===== config.mk =====
export PLATFORM = sky130hd
export DESIGN_NAME = ahbtoapb3_apb_ctrl
export DESIGN_NICKNAME = d
export VERILOG_FILES = /design/src/rtl/ahbtoapb3_apb_ctrl.sv
export SDC_FILE = /design/constraint.sdc
export NUM_CORES = 1
export LEC_CHECK = 0
export CORE_AREA = 2 2 39 41
export CTS_CLUSTER_DIAMETER = 120
export DETAILED_ROUTE_END_ITERATION = 10
export DIE_AREA = 0 0 41 43
export PLACE_DENSITY = 0.68
export SYNTH_ARGS = -nofsm -noshare
export SYNTH_HDL_FRONTEND = slang
export SYNTH_SLANG_ARGS = --single-unit

===== constraint.sdc =====
create_clock -name HCLK -period 4.3 [get_ports HCLK]
set_clock_uncertainty 0.15 [all_clocks]
set_input_delay 1.075 -clock HCLK [delete_from_list [all_inputs] [get_ports HCLK]]
set_output_delay 1.075 -clock HCLK [all_outputs]
set_load 0.05 [all_outputs]

===== src/rtl/ahbtoapb3_apb_ctrl.sv =====
// rtl/ahbtoapb3_apb_ctrl.sv - AHB-Lite to APB3 bridge control FSM and datapath strobes
// Optional PREADY timeout abort enabled by defining AHBTOAPB3_PREADY_TIMEOUT_EN.
module ahbtoapb3_apb_ctrl #(
  parameter int unsigned TIMEOUT_CYCLES = 255
) (
  input  logic       HCLK,
  input  logic       HRESETN,
  input  logic       HSEL,
  input  logic [1:0] HTRANS,
  input  logic       HWRITE,
  input  logic       HREADY,
  output logic       HREADYOUT,
  output logic       HRESP,
  output logic       PSEL,
  output logic       PENABLE,
  output logic       PWRITE,
  input  logic       PREADY,
  input  logic       PSLVERR,
  output logic       latchAddr,
  output logic       latchWrData,
  output logic       latchRdData,
  output logic       latchNextAddr,
  output logic       selNextAddr
);

  typedef enum logic [2:0] {
    ST_IDLE, ST_WDATA, ST_SETUP, ST_ACCESS, ST_ERR1, ST_ERR2, ST_LOADNXT
  } state_t;

  state_t state_q;
  logic   pwrite_q;
  logic   pend_write_q;
  logic   valid_xfer;

  assign valid_xfer = HSEL & HREADY & HTRANS[1];

  // Out-of-range configurations elaborate an empty marker block only.
  if (TIMEOUT_CYCLES < 1 || TIMEOUT_CYCLES > 65535) begin : g_tmo_cfg_out_of_range
  end

`ifdef AHBTOAPB3_PREADY_TIMEOUT_EN
  localparam logic [15:0] TMO_LIMIT = 16'(TIMEOUT_CYCLES);
  logic [15:0] tmo_cnt_q;
`endif

  always_ff @(posedge HCLK or negedge HRESETN) begin
    if (!HRESETN) begin
      state_q      <= ST_IDLE;
      pwrite_q     <= 1'b0;
      pend_write_q <= 1'b0;
`ifdef AHBTOAPB3_PREADY_TIMEOUT_EN
      tmo_cnt_q    <= 16'd0;
`endif
    end else begin
      case (state_q)
        ST_IDLE: begin
          if (valid_xfer) begin
            pwrite_q <= HWRITE;
            state_q  <= HWRITE ? ST_WDATA : ST_SETUP;
          end
        end
        ST_WDATA: state_q <= ST_SETUP;
        ST_SETUP: begin
`ifdef AHBTOAPB3_PREADY_TIMEOUT_EN
          tmo_cnt_q <= 16'd0;
`endif
          state_q <= ST_ACCESS;
        end
        ST_ACCESS: begin
          if (PREADY) begin
            state_q <= PSLVERR ? ST_ERR1 : ST_IDLE;
          end else begin
`ifdef AHBTOAPB3_PREADY_TIMEOUT_EN
            if (tmo_cnt_q + 16'd1 == TMO_LIMIT) begin
              state_q <= ST_ERR1;
            end
            tmo_cnt_q <= tmo_cnt_q + 16'd1;
`endif
          end
        end
        ST_ERR1: state_q <= ST_ERR2;
        ST_ERR2: begin
          if (valid_xfer) begin
            pend_write_q <= HWRITE;
            pwrite_q     <= HWRITE;
            state_q      <= ST_LOADNXT;
          end else begin
            state_q <= ST_IDLE;
          end
        end
        ST_LOADNXT: state_q <= ST_SETUP;
        default:    state_q <= ST_IDLE;
      endcase
    end
  end

  assign HREADYOUT = (state_q == ST_IDLE) || (state_q == ST_ERR2);
  assign HRESP     = (state_q == ST_ERR1) || (state_q == ST_ERR2);
  assign PSEL      = (state_q == ST_SETUP) || (state_q == ST_ACCESS);
  assign PENABLE   = (state_q == ST_ACCESS);
  assign PWRITE    = pwrite_q;

  // Strobes are gated by reset so nothing loads while the bridge is held in reset.
  always_comb begin
    latchAddr     = 1'b0;
    latchWrData   = 1'b0;
    latchRdData   = 1'b0;
    latchNextAddr = 1'b0;
    selNextAddr   = 1'b0;
    if (HRESETN) begin
      case (state_q)
        ST_IDLE:    latchAddr     = valid_xfer;
        ST_WDATA:   latchWrData   = 1'b1;
        ST_ACCESS:  latchRdData   = PREADY & ~PSLVERR & ~pwrite_q;
        ST_ERR2:    latchNextAddr = valid_xfer;
        ST_LOADNXT: begin
          selNextAddr = 1'b1;
          latchWrData = pend_write_q;
        end
        default: ;
      endcase
    end
  end

endmodule


==> results of run 1 <==
cell type report:
class,instances,area share
clock buffers,4,0.0481
repair buffers,17,0.288
flip-flops and latches,5,0.229
inverters,2,0.0137
well taps,16,0.0366
multi-input cells,30,0.384
critical path: stages:
cell and delay [ps]:
clkdlybuf4s50_1 470, and3_1 220, and3_1 210, and2_1 130, buf_4 190
cell usage in the layout, fill, tap and decap left out:
cell type and count:
clkbuf_1 1, nand2_1 3, and4_1 3, dfrtp_1 5, and2_1 1, mux2_4 1
a22oi_1 1, nor3_1 1, and3b_1 1, mux2_2 1, nor2b_1 1, a211o_1 1
nor2_1 3, inv_1 2, and3_1 2, nor2b_4 1, buf_4 5, o211a_1 1
a21boi_0 1, o21ai_0 3, a32oi_1 1, nand3_1 2, clkbuf_4 3, nand4_1 1
clkdlybuf4s50_1 12, xor2_1 1
metal layers:
| metal | part of all wire | vias to the layer above |
|---|---|---|
| met2 | 0.51 | 8 |
| met3 | 0.059 | 2 |
| li1 | - | 183 |
| met4 | 0.0097 | 0 |
| met1 | 0.42 | 156 |
| met5 | 0 | - |
sequential cells by signal (all words and copies together) (netlist names):
| name | cells |
|---|---|
| pend_write_q | 1 |
| PWRITE | 1 |
| state_q | 3 |
final timing paths:
check | cells past startpoint | start | to
worst max-delay path | 5 | HTRANS[1] | latchNextAddr
worst min-delay path | 1 | pend_write_q | pend_write_q
worst max register to register | 3 | state_q[2] | PWRITE
worst min register to register | 1 | pend_write_q | pend_write_q
max in group asynchronous | 1 | HRESETN | state_q[1]
min in group asynchronous | 1 | HRESETN | pend_write_q
stage by stage:
| step | hold WS [ps] | setup slack, ps | util | instance area, um^2 |
|---|---|---|---|---|
| finish | 368 | 782 | 0.395 | 547 |
| global route | 399 | 728 | 0.395 | 547 |
| CTS | 373 | 771 | 0.395 | 547 |
| detailed placement | 362 | 771 | 0.376 | 520 |
| global placement | 364 | 784 | 0.376 | 520 |
| floorplan | 332 | 861 | - | 359 |
cells by family after synthesis:
family	count (synthesis)
buffers and inverters	4
xor gates and xnor gates	1
muxes	2
and+or+nand+nor	19
AOI/OAI and AO/OA	8
DFF	5
power groups by stage:
| stage | Combinational (mW) | Clock, mW | Sequential (mW) |
|---|---|---|---|
| after floorplan | 0.161 | 0 | 0.0978 |
| after global placement | 0.221 | 0 | 0.0995 |
| after detailed placement | 0.223 | 0 | 0.0994 |
| after CTS | 0.223 | 0.0579 | 0.0986 |
| after global routing | 0.237 | 0.0606 | 0.104 |
| final | 0.222 | 0.0550 | 0.0994 |
==> impl_metrics.tcl, run 1 <==
set metrics [dict create \
    power.share.combinational 0.590 \
    min_period_over_period 0.818 \
    diodes 0 \
    gr-usage-met2 0.163 \
    startpoint_type "input port" \
    hold_violations 0 \
    area_growth_syn_to_layout_pct 52.3 \
    grt_max_degree 13 \
    switching_share 0.514 \
    syn-cell-area_um2 359 \
    synth_ff_type "dfrtp_1" \
    cts_hold_buf 0 \
    synth-xor-area-share 0.0244 \
    cts.sinks 5 \
    drv_cap 0 \
    placed_cells 70 \
    ant_nets 0 \
    grt_use_total 0.121 \
    path_clk_slew_ps 50 \
    io_buffers 17 \
    synth-seq-cells 5 \
    path_max_fanout 4 \
    regArea_um2 125 \
    drt_pass1_iterations 3 \
    viasPerCell 4.72 \
    final_cells 74 \
    max_freq_ghz 0.284 \
    finalSetupViolations 0 \
    core-area_um2 1380 \
    grt_overflow 0 \
    die_w_um 41 \
    antenna_found_initial 0 \
    clk_latency_ps 250 \
    muxShareOfSynthArea 0.0732 \
    place_congestion 0.728 \
    finalPower_mw 0.377 \
    drc_errors 0 \
    min-delay-path-class "reg2reg" \
    yosys-top-cells-area "dfrtp_1, and4_1, o21ai_0" \
    postCtsResizedCells 0 \
    slew_violations 0 \
    wire_per_inst_um 11.2 \
    status "completed" \
    numCtsBuffers 3 \
    critPathRequiredTime_ps 3070 \
    synth_top_area_frac 0.348 \
    met3_usage 0.0785 \
    tns_ps 0 \
    yosys.area_share.adder 0 \
    fillCellCount 145 \
    p_int_mw 0.183 \
    clockBufferDepth 2 \
    routed-via-count 349 \
    drive_above_1_share 0.190 \
    grt_pass1_vias 316 \
    cts_tree "yes" \
    yosysSeqAreaShare 0.348 \
    nets 68 \
    rrSetupSlack_ps 2740 \
    die_y_um 43 \
    critical_path_class "in2out" \
    yosysWarnings 0 \
    peakVddDrop_mv 0.276 \
    synth_edf_count 0 \
    ys_types 24 \
    grt_pass1_wl_um 1360 \
    worst_pin_slew_ps 503 \
    syn_area_per_cell_um2 9.21 \
    power_leakage_nw 0.255 \
    dr.first_iter.drc_count 7 \
    seqPwrFrac 0.264 \
    slew-limit-headroom 0.663 \
    yosys.area.top_type "dfrtp_1" \
    synthesis.nets 48 \
    rsz0062_at_grt "no" \
    rows 14 \
    multi_input_area_um2 210 \
    switching_power_mw 0.194 \
    min_period_ps 3520 \
    dp_hpwl_um 641 \
    clkPwrFrac 0.146 \
    end_kind "primary output" \
    finalWirelength_um 826 \
    grt-busiest-layer "met2" \
    synthSimpleGateAreaFrac 0.328 \
    synth_top_family_by_area "simple AND/OR/NAND/NOR gates" \
    synth_commonest_cells "dfrtp_1, and4_1, nand2_1, nor2_1, o21ai_0" \
    die_area_um2 1760 \
    start_util 0.259 \
    synth-async-reset-ratio 1.00 \
    io_pins 19 \
    synth_compound_area_frac 0.160 \
    met1_usage 0.133 \
    power_density_nw_per_um2 689 \
    cts_root_buf "clkbuf_4" \
    cts_setup_buffers 0 \
    synthCells 39 \
    arrival_ps 2290 \
    yosysMostFrequentCell "dfrtp_1" \
    htreeDepth 1 \
]
Note: power is estimated with default switching activity, not from simulation.
==> run 2: changes to the inputs <==
Settings changed: PLACE_DENSITY 0.68 to 0.7.
Clock period 4.3 ns to 2.9 ns, I/O delays scaled along.
==> run 2 against run 1 <==
Compared with the run above:
- clock-buffer cell count did not move
- clock power rose by 54%
- via count rose by 1.4%
- register-to-register slack got worse by 1400 ps
- utilization rose by 5.1 points
- routed wire length rose by 0.48%
- combinational power rose by 55%
- design area rose by 13%
- critical path depth did not move
- sequential cell count did not move
- highest routed layer unchanged
==> impl_metrics.tcl, run 2 (synthesis results as in run 1) <==
set metrics [dict create \
    hold_violations 0 \
    area_growth_syn_to_layout_pct 71.8 \
    min_period_over_period 0.972 \
    cts_root_buf "clkbuf_4" \
    power_density_nw_per_um2 933 \
    clockBufferDepth 2 \
    arrival_ps 1940 \
    top_register "state_q" \
    critical_path_class "in2out" \
    drv_cap 0 \
    r2r_end "PWRITE" \
    largest_register_ffs 3 \
    grt_pass1_wl_um 1300 \
    numCtsBuffers 3 \
    slew_violations 0 \
    finalSetupViolations 0 \
    peakVddDrop_mv 0.367 \
    preCtsSetupSlack_ps 74.0 \
    fin_area_um2 617 \
    fin_ws_ps 81.5 \
    crit_start "HTRANS[1]" \
    start_util 0.259 \
    die_area_um2 1760 \
    slew-limit-headroom 0.671 \
    ant_nets 0 \
    grt_use_total 0.121 \
    status "completed" \
    cts_tree "yes" \
    clk_latency_ps 260 \
    multi_input_area_um2 210 \
    crit_chain "clkdlybuf4s50_1, and3_1, and3_1, and2_1, buf_12" \
    path_max_fanout 4 \
    end_kind "primary output" \
    die_w_um 41 \
    routed-via-count 354 \
    io_buffers 17 \
    final_cell_mix "clkdlybuf4s50_1, dfrtp_1, buf_12" \
    viasPerCell 4.72 \
    rrSetupSlack_ps 1360 \
    drive_above_1_share 0.203 \
    wire_per_inst_um 11.1 \
    r2r-start "state_q[2]" \
    max_freq_ghz 0.355 \
    path_clk_slew_ps 50 \
    cp_slowest_cell "clkdlybuf4s50_1" \
    reg2reg_depth 3 \
    power_leakage_nw 0.274 \
    core-area_um2 1380 \
    cts_hold_buf 0 \
    io_pins 19 \
    dr.first_iter.drc_count 5 \
    min_period_ps 2820 \
    min-delay-path-class "reg2reg" \
    place_congestion 0.819 \
    rows 14 \
    cts.sinks 5 \
    dp_hpwl_um 651 \
    postCtsResizedCells 0 \
    grt_overflow 0 \
    rsz0062_at_grt "no" \
    drc_errors 0 \
    worst_pin_slew_ps 492 \
    regArea_um2 125 \
    cp_common_cell "and3_1" \
    post-route-util 0.446 \
    cts_setup_buffers 0 \
    startpoint_type "input port" \
    die_y_um 43 \
    critPathRequiredTime_ps 2030 \
    grt_pass1_vias 307 \
    placed_area_um2 591 \
    antenna_found_initial 0 \
    diodes 0 \
    endpoint "latchNextAddr" \
    finalPower_mw 0.575 \
    fillCellCount 140 \
    final_common_cell "clkdlybuf4s50_1" \
    tns_ps 0 \
    drt_pass1_iterations 2 \
    nets 69 \
    max_stage_delay_ps 470 \
    grt_max_degree 13 \
    finalWirelength_um 830 \
    htreeDepth 1 \
]
[run 2: cell types whose count changed in the layout (fill, tap and decap cells not counted)]
cell	delta
buf_4	-4
buf_12	+5
[run 2: metrics by stage]
stage                     std cells  hold slack [ps]
after floorplan                  39              279
after global placement           71              361
after detailed placement         71              358
after CTS                        75              374
after global routing             75              388
final                            75              376
[run 2: how the worst min path moves through the flow]
stage	startpoint	end	slack [ps]	cells past startpoint
after floorplan	HRESETN	PWRITE	280	0
after global placement	pend_write_q	pend_write_q	360	1
after detailed placement	pend_write_q	pend_write_q	360	1
after CTS	pend_write_q	pend_write_q	370	1
after global routing	pend_write_q	pend_write_q	390	1
final	pend_write_q	pend_write_q	380	1
[run 2: layer usage]
layer / wire [um] / up-vias / GRT usage
met5: 0 / - / 0
met4: 25 / 0 / 0.0800
met3: 62 / 5 / 0.0942
met2: 412 / 9 / 0.153
met1: 329 / 158 / 0.134
li1: - / 182 / -
[run 2: layout make-up]
class	instances	area share
inverters	2	0.0122
well taps	16	0.0325
flip-flops and latches	5	0.203
repair buffers	18	0.369
clock buffers	4	0.0426
multi-input cells	30	0.341
[run 2: worst max-delay path, delay by kind of cell]
| family | cells | cell delay, ps |
|---|---|---|
| buffers and inverters | 2 | 610 |
| AND/OR/NAND/NOR | 3 | 600 |
[run 2: power by group]
group | total [mW] | internal (mW) | switching, mW
registers | 0.147 | 0.0970 | 0.0504
logic | 0.344 | 0.136 | 0.207
clock network | 0.0845 | 0.0522 | 0.0322
==> run 3: changes to the inputs <==
Settings changed: CELL_PAD_IN_SITES_DETAIL_PLACEMENT set to 0, CELL_PAD_IN_SITES_GLOBAL_PLACEMENT set to 2, CORE_AREA 2 2 39 41 to unset, CORE_UTILIZATION set to 18, DIE_AREA 0 0 41 43 to unset, PLACE_DENSITY 0.7 to 0.8.
==> run 3 against run 2 <==
Compared with the run above:
- fmax rose by 0.87%
- register-to-register slack got worse by 40 ps
- combinational power rose by 3%
- first-iteration DRC count rose by 20%
- clock power fell by 7.3%
- sequential power barely moved
- cell count rose by 15%
- utilization fell by 8.6 points
- critical path type unchanged
- largest cell class unchanged
- highest routed layer unchanged
==> impl_metrics.tcl, run 3 (synthesis results as in run 1) <==
set metrics [dict create \
    hold_violations 0 \
    final_common_cell "clkdlybuf4s50_1" \
    viasPerCell 4.34 \
    place_congestion 0.754 \
    ant_nets 0 \
    path_clk_slew_ps 40 \
    slew_violations 0 \
    rsz0062_at_grt "no" \
    path_max_fanout 4 \
    routed-via-count 373 \
    rows 15 \
    preCtsSetupSlack_ps 83.7 \
    post-route-util 0.360 \
    p_int_mw 0.290 \
    peakVddDrop_mv 0.355 \
    nets 71 \
    clockBufferDepth 2 \
    start_util 0.199 \
    drc_errors 0 \
    fillCellCount 211 \
    diodes 0 \
    min-delay-path-class "reg2reg" \
    io_buffers 17 \
    min_period_ps 2790 \
    drt_pass1_iterations 4 \
    grt_pass1_vias 362 \
    power_density_nw_per_um2 898 \
    cts.sinks 5 \
    switching_power_mw 0.292 \
    tns_ps 0 \
    core-area_um2 1800 \
    grt_max_degree 13 \
    die_area_um2 2180 \
    placed_area_um2 617 \
    grt_use_total 0.110 \
    fin_ws_ps 106 \
    whs_ps 392 \
    max_freq_ghz 0.358 \
    power.share.combinational 0.608 \
    arrival_ps 1920 \
    critPathRequiredTime_ps 2030 \
    seqPwrFrac 0.257 \
    wire_per_inst_um 11.6 \
    final_cell_mix "clkdlybuf4s50_1, dfrtp_1, buf_12" \
    finalSetupViolations 0 \
    status "completed" \
    power_leakage_nw 0.283 \
    numCtsBuffers 3 \
    worst_pin_slew_ps 493 \
    end_kind "primary output" \
    dp_hpwl_um 815 \
    finalWirelength_um 1000 \
    die_w_um 46.7 \
    area_growth_syn_to_layout_pct 80.5 \
    io_pins 19 \
    critical_path_class "in2out" \
    die_y_um 46.7 \
    switching_share 0.502 \
    antenna_found_initial 0 \
    clkPwrFrac 0.134 \
    fin_area_um2 648 \
    cts_setup_buffers 0 \
    cts_root_buf "clkbuf_4" \
    top_register "state_q" \
    dr.first_iter.drc_count 6 \
    startpoint_type "input port" \
    cts_tree "yes" \
    htreeDepth 1 \
    min_period_over_period 0.964 \
    slew-limit-headroom 0.670 \
    clk_latency_ps 240 \
    grt_pass1_wl_um 1620 \
    cts_hold_buf 0 \
    largest_register_ffs 3 \
    grt_overflow 0 \
    drv_cap 0 \
    drive_above_1_share 0.246 \
]
==> run 3: critical path, cell delays in order <==
cell and delay, ps:
clkdlybuf4s50_1 480, and3_4 210, and3_1 180, and2_1 180
buf_12 140
==> run 3: metrics by stage <==
stage | power [mW] | std cells
finish | 0.582 | 86
global route | 0.620 | 86
CTS | 0.588 | 86
detailed placement | 0.506 | 82
global placement | 0.503 | 82
floorplan | 0.383 | 39
==> run 3: power by group through the flow <==
stage                     clock (mW)  combinational [mW]  sequential [mW]
after floorplan                    0               0.238            0.145
after global placement             0               0.354            0.150
after detailed placement           0               0.357            0.149
after CTS                     0.0831               0.357            0.148
after global routing          0.0897               0.375            0.156
final                         0.0783               0.354            0.150
==> run 3: routing by layer <==
metal  share of wire  track usage  up-vias
li1                -            -      188
met1            0.42        0.130      170
met2            0.52        0.181       13
met3           0.046       0.0235        2
met4           0.019       0.0686        0
met5               0            0        -
==> run 3: area by class of cell <==
class	count	area, um^2	share of cell area
multi-input cells	30	215	0.332
clock buffers	4	26.3	0.0405
repair buffers	20	243	0.375
inverters	2	7.51	0.0116
well taps	25	31.3	0.0483
flip-flops and latches	5	125	0.193
==> run 3: timing repair <==
item,in CTS,in global routing
endpoints found under the setup margin,0,1
endpoints found under the hold margin,0,0
gates resized for setup,0,1
==> run 3: path summary, 6_finish.rpt <==
kind	from	to	slack (ps)	depth (start not counted)
worst max-delay path	HTRANS[1]	latchNextAddr	110	5
worst min register to register	pend_write_q	pend_write_q	390	1
worst max register to register	state_q[2]	pend_write_q	1320	4
min in group asynchronous	HRESETN	state_q[1]	590	1
max in group asynchronous	HRESETN	pend_write_q	1660	2
worst min-delay path	pend_write_q	pend_write_q	390	1
